[config.mk]
export PLATFORM = sky130hd
export DESIGN_NAME = param_switch_router
export DESIGN_NICKNAME = d
export VERILOG_FILES = /design/src/rtl/switch_pkg.sv /design/src/rtl/router_fifo.sv /design/src/rtl/param_switch_router.sv
export SDC_FILE = /design/constraint.sdc
export NUM_CORES = 2
export LEC_CHECK = 0
export CAP_MARGIN = 20
export CORE_MARGIN = 3
export CORE_UTILIZATION = 54
export DETAILED_ROUTE_END_ITERATION = 10
export PLACE_DENSITY_LB_ADDON = 0.25
export RECOVER_POWER = 25
export SETUP_SLACK_MARGIN = 0.05
export SLEW_MARGIN = 20
export SYNTH_ARGS = -nofsm -noshare
export SYNTH_HDL_FRONTEND = slang
export SYNTH_HIERARCHICAL = 1
export SYNTH_SLANG_ARGS = --single-unit
[constraint.sdc]
create_clock -name clk -period 7.3 [get_ports clk]
set_input_delay 1.095 -clock clk [delete_from_list [all_inputs] [get_ports clk]]
set_output_delay 1.095 -clock clk [all_outputs]
set_load 0.005 [all_outputs]
[src/rtl/switch_pkg.sv]
// Shared constants, types and the priority/round-robin pick used by param_switch_router.
package switch_pkg;

  localparam int DEF_NUM_PORTS = 4;
  localparam int DEF_ADDR_W    = 16;
  localparam int DEF_DATA_W    = 16;
  localparam int DEF_ROUTE_W   = 4;
  localparam int DEF_DEPTH     = 8;
  localparam int DEF_AE_LVL    = 2;
  localparam int DEF_AF_LVL    = 6;
  localparam int MAX_PORTS     = 16;

  typedef logic [1:0] prio_t;

  typedef struct packed {
    logic       found;
    logic [3:0] idx;
  } pick_t;

  // Scans from ptr upward with wrap; a later candidate only displaces the current
  // pick on strictly higher priority, so ties resolve to the first one after ptr.
  function automatic pick_t rr_prio_pick(
    input logic [MAX_PORTS-1:0]   req,
    input logic [2*MAX_PORTS-1:0] prio,
    input logic [3:0]             ptr,
    input int unsigned            n
  );
    pick_t       r;
    prio_t       best;
    int unsigned idx;
    r    = '0;
    best = '0;
    idx  = 0;
    for (int unsigned k = 0; k < MAX_PORTS; k++) begin
      if (k < n) begin
        idx = (32'(ptr) + k) % n;
        if (req[idx] && (!r.found || prio[2*idx +: 2] > best)) begin
          r.found = 1'b1;
          r.idx   = 4'(idx);
          best    = prio[2*idx +: 2];
        end
      end
    end
    return r;
  endfunction

endpackage

[src/rtl/router_fifo.sv]
// First-word fall-through queue with registered occupancy flags; head reads as zero when empty.
module router_fifo
  import switch_pkg::*;
#(
  parameter int WIDTH  = 32,
  parameter int DEPTH  = DEF_DEPTH,
  parameter int AE_LVL = DEF_AE_LVL,
  parameter int AF_LVL = DEF_AF_LVL
) (
  input  logic             clk,
  input  logic             reset,
  input  logic             push,
  input  logic [WIDTH-1:0] push_data,
  input  logic             pop,
  output logic [WIDTH-1:0] head,
  output logic             rdy,
  output logic             empty,
  output logic             ae,
  output logic             af,
  output logic             full
);

  localparam int PTR_W = $clog2(DEPTH);
  localparam int CNT_W = PTR_W + 1;

  logic [WIDTH-1:0] mem [DEPTH];
  logic [PTR_W-1:0] rd_ptr, wr_ptr;
  logic [CNT_W-1:0] cnt, cnt_nxt;
  logic             do_push, do_pop;

  // Full blocks a push even when the same cycle pops.
  assign do_push = push && !full;
  assign do_pop  = pop && !empty;

  always_comb begin
    cnt_nxt = cnt;
    case ({do_push, do_pop})
      2'b10:   cnt_nxt = cnt + 1'b1;
      2'b01:   cnt_nxt = cnt - 1'b1;
      default: cnt_nxt = cnt;
    endcase
  end

  always_ff @(posedge clk or negedge reset) begin
    if (!reset) begin
      rd_ptr <= '0;
      wr_ptr <= '0;
      cnt    <= '0;
      empty  <= 1'b1;
      ae     <= 1'b1;
      af     <= 1'b0;
      full   <= 1'b0;
    end else begin
      if (do_push) wr_ptr <= wr_ptr + 1'b1;
      if (do_pop)  rd_ptr <= rd_ptr + 1'b1;
      cnt   <= cnt_nxt;
      empty <= (cnt_nxt == '0);
      ae    <= (cnt_nxt <= CNT_W'(AE_LVL));
      af    <= (cnt_nxt >= CNT_W'(AF_LVL));
      full  <= (cnt_nxt == CNT_W'(DEPTH));
    end
  end

  always_ff @(posedge clk) begin
    if (do_push) mem[wr_ptr] <= push_data;
  end

  assign head = empty ? '0 : mem[rd_ptr];
  assign rdy  = ~empty;

endmodule

[src/rtl/param_switch_router.sv]
// N-source to N-destination packet router: route table lookup, per-destination
// priority arbitration with round-robin tie-break, and FWFT output queues.
module param_switch_router
  import switch_pkg::*;
#(
  parameter int NUM_PORTS = DEF_NUM_PORTS,
  parameter int ADDR_W    = DEF_ADDR_W,
  parameter int DATA_W    = DEF_DATA_W,
  parameter int ROUTE_W   = DEF_ROUTE_W,
  parameter int DEPTH     = DEF_DEPTH,
  parameter int AE_LVL    = DEF_AE_LVL,
  parameter int AF_LVL    = DEF_AF_LVL
) (
  input  logic                           clk,
  input  logic                           reset,
  input  logic [NUM_PORTS*ADDR_W-1:0]    addr_in,
  input  logic [NUM_PORTS*DATA_W-1:0]    data_in,
  input  logic [NUM_PORTS-1:0]           wr_en,
  output logic [NUM_PORTS-1:0]           data_rcv,
  output logic [NUM_PORTS-1:0]           drop,
  input  logic                           prio_wr,
  input  logic [2*NUM_PORTS-1:0]         prio_val,
  input  logic                           port_en,
  input  logic                           port_wr,
  input  logic [$clog2(NUM_PORTS)-1:0]   port_sel,
  input  logic [ROUTE_W-1:0]             port_addr,
  output logic [NUM_PORTS*ADDR_W-1:0]    addr_out,
  output logic [NUM_PORTS*DATA_W-1:0]    data_out,
  output logic [NUM_PORTS-1:0]           data_rdy,
  input  logic [NUM_PORTS-1:0]           rd_en,
  output logic [NUM_PORTS-1:0]           fifo_empty,
  output logic [NUM_PORTS-1:0]           fifo_ae,
  output logic [NUM_PORTS-1:0]           fifo_af,
  output logic [NUM_PORTS-1:0]           fifo_full
);

  localparam int SEL_W = $clog2(NUM_PORTS);
  localparam int ENT_W = ADDR_W + DATA_W;

  prio_t                  prio_q  [NUM_PORTS];
  logic [ROUTE_W-1:0]     route_q [NUM_PORTS];
  logic [SEL_W-1:0]       rr_ptr  [NUM_PORTS];
  logic [SEL_W-1:0]       dest    [NUM_PORTS];
  logic [SEL_W-1:0]       win     [NUM_PORTS];
  logic [ENT_W-1:0]       push_data [NUM_PORTS];
  logic [ENT_W-1:0]       head    [NUM_PORTS];
  logic [NUM_PORTS-1:0]   routed, push, full_w;
  logic [NUM_PORTS-1:0]   rcv_p0, drop_p0, rcv_p1, drop_p1;
  logic [2*MAX_PORTS-1:0] prio_flat;

  // Stage p0: route lookup, lowest matching destination wins.
  always_comb begin
    for (int i = 0; i < NUM_PORTS; i++) begin
      routed[i] = 1'b0;
      dest[i]   = '0;
      for (int d = NUM_PORTS - 1; d >= 0; d--) begin
        if (route_q[d] == addr_in[i*ADDR_W + ADDR_W - 1 -: ROUTE_W]) begin
          routed[i] = 1'b1;
          dest[i]   = SEL_W'(d);
        end
      end
    end
  end

  // A source's request is masked in its data_rcv cycle so one packet is never taken twice.
  always_comb begin
    logic [MAX_PORTS-1:0] req;
    pick_t                pk;
    prio_flat = '0;
    rcv_p0    = '0;
    drop_p0   = '0;
    push      = '0;
    req       = '0;
    pk        = '0;
    for (int i = 0; i < NUM_PORTS; i++) begin
      prio_flat[2*i +: 2] = prio_q[i];
      if (port_en && wr_en[i] && !rcv_p1[i] && !routed[i]) drop_p0[i] = 1'b1;
    end
    for (int d = 0; d < NUM_PORTS; d++) begin
      req = '0;
      for (int i = 0; i < NUM_PORTS; i++) begin
        if (wr_en[i] && !rcv_p1[i] && routed[i] && dest[i] == SEL_W'(d)) req[i] = 1'b1;
      end
      pk      = rr_prio_pick(req, prio_flat, 4'(rr_ptr[d]), NUM_PORTS);
      win[d]  = SEL_W'(pk.idx);
      push[d] = port_en && pk.found && !full_w[d];
      if (push[d]) rcv_p0[win[d]] = 1'b1;
    end
    rcv_p0 = rcv_p0 | drop_p0;
  end

  // Stage p1: registered handshake pulses and configuration state.
  always_ff @(posedge clk or negedge reset) begin
    if (!reset) begin
      rcv_p1  <= '0;
      drop_p1 <= '0;
      for (int d = 0; d < NUM_PORTS; d++) begin
        prio_q[d]  <= '0;
        route_q[d] <= ROUTE_W'(d);
        rr_ptr[d]  <= '0;
      end
    end else begin
      rcv_p1  <= rcv_p0;
      drop_p1 <= drop_p0;
      if (prio_wr) begin
        for (int i = 0; i < NUM_PORTS; i++) prio_q[i] <= prio_val[2*i +: 2];
      end
      if (port_wr && int'(port_sel) < NUM_PORTS) route_q[port_sel] <= port_addr;
      for (int d = 0; d < NUM_PORTS; d++) begin
        if (push[d]) rr_ptr[d] <= (win[d] == SEL_W'(NUM_PORTS - 1)) ? '0 : win[d] + 1'b1;
      end
    end
  end

  assign data_rcv  = rcv_p1;
  assign drop      = drop_p1;
  assign fifo_full = full_w;

  for (genvar d = 0; d < NUM_PORTS; d++) begin : g_dest
    assign push_data[d] = {addr_in[win[d]*ADDR_W +: ADDR_W], data_in[win[d]*DATA_W +: DATA_W]};

    router_fifo #(
      .WIDTH (ENT_W),
      .DEPTH (DEPTH),
      .AE_LVL(AE_LVL),
      .AF_LVL(AF_LVL)
    ) u_fifo (
      .clk      (clk),
      .reset    (reset),
      .push     (push[d]),
      .push_data(push_data[d]),
      .pop      (rd_en[d]),
      .head     (head[d]),
      .rdy      (data_rdy[d]),
      .empty    (fifo_empty[d]),
      .ae       (fifo_ae[d]),
      .af       (fifo_af[d]),
      .full     (full_w[d])
    );

    assign addr_out[d*ADDR_W +: ADDR_W] = head[d][ENT_W-1 -: ADDR_W];
    assign data_out[d*DATA_W +: DATA_W] = head[d][DATA_W-1:0];
  end

endmodule

Word-level counts from Yosys, hierarchy flattened
Memories as Yosys holds them, arrays and structs flattened.
Cells that the tools add are included.

word-level totals
  latch bits = 0
  memories kept = 4
  bits of input ports = 155
  bits in writable memories = 1024
  bits in registers = 96
  memory bits (read-only) = 0
  logic and storage cells = 465

operators by class
  multipliers = 0
  reduce and logical (&&, ||, !) cells = 117
  bitwise operators = 9
  $add $sub $neg = 32
  $lt $le $gt $ge = 46
  shift-type cells = 24
  muxes and demuxes = 147
  div/mod/pow operators = 0
  equal/unequal tests = 44

memory list
  name                  words  bits a word  read ports  clocked after memory_dff  write ports  line               text
  g_dest[0].u_fifo.mem  8      32           1           0                         1            router_fifo.sv:26  logic [WIDTH-1:0] mem [DEPTH];
  g_dest[1].u_fifo.mem  8      32           1           0                         1            router_fifo.sv:26
  g_dest[2].u_fifo.mem  8      32           1           0                         1            router_fifo.sv:26
  g_dest[3].u_fifo.mem  8      32           1           0                         1            router_fifo.sv:26

operators by type and width
  kind                 number
  $shiftx 32x4->2      16
  $shiftx 64x7->16     8
  $mux 32              4
  $lt 2x5->1 const B   16
  $mux 5               16
  $logic_and 1x1->1    69
  $eq 4x4->1           16
  $mux 1               64
  $mux 2               32
  $bmux 1 s2           16
  $eq 2x2->1 const B   16
  $pmux 4 s2           4
  $logic_not 1->1      28
  $add 3x1->3 const B  8
  $gt 2x2->1           12
  $mux 4               5
  $add 2x1->2 const B  8
  $add 2x2->2 const B  8
  $add 4x1->4 const B  4
  $bwmux 16            1
  $eq 2x1->1 const B   8
  $eq 4x4->1 const B   4
  $ge 4x3->1 const B   4
  $le 4x2->1 const B   4
  other kinds (13)     48

Depth between registers and ports, before layout
  word-level depth = 35
  depth in mapped cells = 40
  depth with buffers taken out = 36

Modules after synthesis
Netlist, hierarchy kept.

modules (own cells, without submodules)
  module                               cells each  times used  area each (µm²)
  router_fifo at g_dest[1].u_fifo ...  476         3           10441.3
  router_fifo at g_dest[0].u_fifo      488         1           10470.0
  param_switch_router                  1132        1           9977.1

Worst setup path after synthesis
OpenSTA, ideal clock, no wires.

  path type = in2reg
  start = input port addr_in[12]
  end = memory g_dest[3].u_fifo.mem[0][0], data pin
  stages = 35
  setup slack = -0.530 ns
  required time = 7.070 ns
  data arrival time = 7.601 ns
  path buffers = 4
  cells stage by stage = buf_4 xnor2_1 a41o_1 or4_1 buf_4 mux2i_1 nor2_1 a21oi_1 nor3b_1 ha_1 nor2b_1 o21ai_0 and3_1 nor3_1 o2bb2ai_1 nand3_1 o21ai_0 inv_1 ha_1 a21oi_1 a21oi_1 a41oi_2 and3_1 a221oi_2 mux2i_1 ha_1 a21oi_1 a21oi_1 a41o_1 a2bb2oi_1 o21ai_0 o21ai_1 buf_2 buf_2 mux2i_1

RTL lines
  what         line                       text
  from (decl)  param_switch_router.sv:16  input logic [NUM_PORTS*ADDR_W-1:0] addr_in,
  to (decl)    router_fifo.sv:26

==> results.json <==
{
  "areaGrowthSynthToFinish_pct": 27.4,
  "rsz0062_at_grt": "yes",
  "vias_per_cell": 6.29,
  "drive_gt1_frac": 0.353,
  "finalHoldViolCount": 0,
  "dp_slack_ns": -1.44,
  "crit_path_max_fanout": 11,
  "dp_hpwl_um": 101000,
  "htree_levels": 3,
  "ys_types": 91,
  "tightest_slew_ns": 3.62,
  "routedWlPerCell_um": 30.6,
  "syn_inst": 3048,
  "drt_iter0_drc": 3550,
  "die_area_um2": 99600,
  "insertion_delay_ns": 0.71,
  "antenna_found_initial": 32,
  "drtAntennaViolNets": 0,
  "synth-seq-area-share": 0.641,
  "grt_first_pass_wirelength_um": 220000,
  "finalPower_mw": 28.3,
  "synth_seq_cells": 1120,
  "grt_pass1_vias": 32200,
  "async_flop_share": 0.0857,
  "maxCapViolCount": 3,
  "gr-total-overflow": 0,
  "cts_tree": "yes",
  "clk_pin_slew_ns": 0.06,
  "critical_path_required_ns": 7.75,
  "synth_edf_count": 1024,
  "path_buf_inv": 9,
  "period_share": 0.997,
  "fp.dieH_um": 316,
  "die_w_um": 316,
  "crit_arrival_ns": 7.73,
  "max_freq_ghz": 0.137,
  "fin_crit_ns": 7.28,
  "drc": 0,
  "cts_sinks": 1120,
  "cts_buffers": 110,
  "syn_nets": 3259,
  "seqCellArea_um2": 33200,
  "ys_warn_count": 6,
  "fill_cells": 6034,
  "gp_congestion": 0.947,
  "p_per_area_nw_per_um2": 429,
  "io_pins": 311,
  "dr.pass1.iters": 7,
  "ir_worst_vdd_v": 0.000322,
  "cts-root-buf": "clkbuf_16",
  "slowest_delay_ns": 0.59,
  "drv_slew": 135,
  "multiInputGateArea_um2": 19900,
  "num_vias": 32100,
  "failed_checks": "capacitance limit, slew limit",
  "syn_area_um2": 51800,
  "start_util": 0.550,
  "crit_type": "register to register",
  "critPathLaunchType": "register",
  "core_area_um2": 94200,
  "grt_max_degree": 67,
  "hp-class": "register to register",
  "num_rows": 112,
  "syn_area_per_cell_um2": 17.0,
  "end_kind": "register",
  "postCtsHoldBufs": 0,
  "synthFlopType": "edfxtp_1",
  "critPathTopFamily": "compound AO/OA/AOI/OAI gates",
  "grt_usage": 0.307,
  "critPathSlowestCell": "dfstp_2",
  "p_leak_nw": 23.5,
  "fin_nets": 3953,
  "relSlewSlack": -1.41,
  "setup_ws_ns": 0.0184,
  "finalSetupViolations": 0,
  "outcome": "complete, but fails checks",
  "detail_route.wirelength_um": 156000,
  "skew_ns": 0.0349,
  "port_buffers": 310,
  "clockBufferDepth": 3
}
layer usage:
layer / global-route usage / wire length (um)
met5: 0 / 247
met4: 0.103 / 5550
met3: 0.0749 / 15800
met2: 0.499 / 76200
met1: 0.410 / 58400
cells by family (layout without fill, tap and decap cells):
kind of cell / after synthesis / in the layout / synth area share
AO/OA/AOI/OAI: 198 / 198 / 0.0269
multiplexers: 855 / 855 / 0.233
AND/OR/NAND/NOR: 475 / 475 / 0.0452
flip-flops: 1120 / 1120 / 0.641
XOR/XNOR: 91 / 91 / 0.0163
adder cells (fa/ha/maj): 56 / 56 / 0.0135
other: 0 / 13 / 0
buffers and inverters: 253 / 1038 / 0.0248
power breakdown:
part | leakage [nW] | internal [mW] | switching, mW | total, mW
registers | 10.3 | 8.44 | 0.820 | 9.26
logic | 11.5 | 6.87 | 6.65 | 13.5
clock network | 1.70 | 3.10 | 2.43 | 5.54
total | 23.5 | 18.4 | 9.90 | 28.3
cells in the mapped netlist (9+ instances only):
| cell type | instances | share of area |
|---|---|---|
| a21oi_1 | 36 | 0.0035 |
| a31oi_1 | 11 | 0.0013 |
| buf_1 | 12 | 0.00087 |
| buf_2 | 62 | 0.0060 |
| buf_4 | 43 | 0.0062 |
| buf_6 | 11 | 0.0024 |
| clkbuf_1 | 72 | 0.0052 |
| dfrtp_1 | 84 | 0.041 |
| dfstp_2 | 12 | 0.0061 |
| edfxtp_1 | 1024 | 0.59 |
| ha_1 | 56 | 0.014 |
| inv_1 | 41 | 0.0030 |
| mux2_2 | 37 | 0.0080 |
| mux2i_1 | 543 | 0.10 |
| mux4_2 | 274 | 0.12 |
| nand2_1 | 115 | 0.0083 |
| nand2b_1 | 18 | 0.0022 |
| nand3_1 | 13 | 0.0013 |
| nand4_1 | 17 | 0.0021 |
| nor2_1 | 196 | 0.014 |
| nor3_1 | 36 | 0.0035 |
| nor4_1 | 10 | 0.0012 |
| o211ai_1 | 9 | 0.0013 |
| o21ai_0 | 34 | 0.0033 |
| xnor2_1 | 73 | 0.012 |
| xor2_1 | 12 | 0.0020 |
worst paths after layout:
kind / slack (ns) / depth (start not counted) / to / startpoint
setup / recovery: 0.02 / 39 / g_dest[3].u_fifo/mem[4][31] / route_q[5]
hold / removal: 0.52 / 1 / g_dest[1].u_fifo/cnt[3] / g_dest[1].u_fifo/cnt[3]
setup reg to reg: 0.02 / 39 / g_dest[3].u_fifo/mem[4][31] / route_q[5]
hold reg to reg: 0.52 / 1 / g_dest[1].u_fifo/cnt[3] / g_dest[1].u_fifo/cnt[3]
max in group asynchronous: 1.19 / 2 / g_dest[2].u_fifo/rd_ptr[0] / reset
min in group asynchronous: 1.15 / 1 / prio_flat[0] / reset
through the flow:
| stage | TNS [ns] | hold WS, ns | cell area (um2) | cells | util |
|---|---|---|---|---|---|
| floorplan | -16.48 | 0.489 | 52100 | 3048 | - |
| global placement | -953.37 | 0.506 | 58700 | 4760 | 0.623 |
| detailed placement | -1117.73 | 0.514 | 58700 | 4760 | 0.623 |
| CTS | -0.288 | 0.366 | 64300 | 5040 | 0.683 |
| global route | -83.79 | 0.547 | 65900 | 5087 | 0.700 |
| finish | 0 | 0.521 | 66000 | 5100 | 0.701 |
cells in the final DEF, fill, tap and decap left out, types with 10 or more instances in the layout:
cell type,n
a21oi_1,16
a21oi_2,23
buf_12,26
buf_16,14
buf_4,388
buf_6,40
clkbuf_1,28
clkbuf_16,118
clkdlybuf4s50_1,287
clkinv_1,18
clkinv_2,18
dfrtp_1,66
dfrtp_2,13
diode_2,13
edfxtp_1,1024
ha_1,45
ha_4,10
inv_1,40
mux2_2,36
mux2i_1,372
mux2i_2,69
mux2i_4,103
mux4_2,274
nand2_1,112
nand2b_1,17
nand3_1,10
nand4_1,17
nor2_1,168
nor2_2,27
nor3_1,25
nor3_2,12
o21ai_0,25
xnor2_1,47
xnor2_2,18
final cells by class:
cell class                 instances  area share
sequential                      1120       0.503
antenna                           13    0.000493
inverter                          51     0.00307
clock buffer                     140      0.0444
multi-input combinational       1675       0.302
clock inverter                    63     0.00918
tap                             1254      0.0238
timing repair buffer             784       0.114
state kept, by name, indices dropped and copies added, names as in the netlist:
| register | flops |
|---|---|
| g_dest.u_fifo/mem | 1024 |
| g_dest.u_fifo/cnt | 16 |
| route_q | 16 |
| g_dest.u_fifo/rd_ptr | 12 |
| g_dest.u_fifo/wr_ptr | 12 |
| prio_flat | 8 |
| rr_ptr | 8 |
| data_rcv | 4 |
| drop | 4 |
| g_dest.u_fifo/ae | 4 |
| g_dest.u_fifo/af | 4 |
| g_dest.u_fifo/empty | 4 |
| g_dest.u_fifo/full | 4 |
worst reg2reg max path, delay by kind of cell, from the launching register on:
family | cells | cell delay [ns]
DFF | 1 | 0.59
adders and majority gates | 3 | 0.74
buffers and inverters | 9 | 1.36
and+or+nand+nor | 8 | 1.25
xor gates and xnor gates | 1 | 0.19
AOI/OAI and AO/OA | 13 | 1.87
muxes | 5 | 1.05
repair_timing:
action,in CTS,in global routing
cloned,9,6
hold endpoints to repair,0,0
resized for setup,252,246
endpoints found under the setup margin,1030,1032
pin swaps,38,62
setup buffers,74,48
Note: power is estimated with default switching activity, not from simulation.
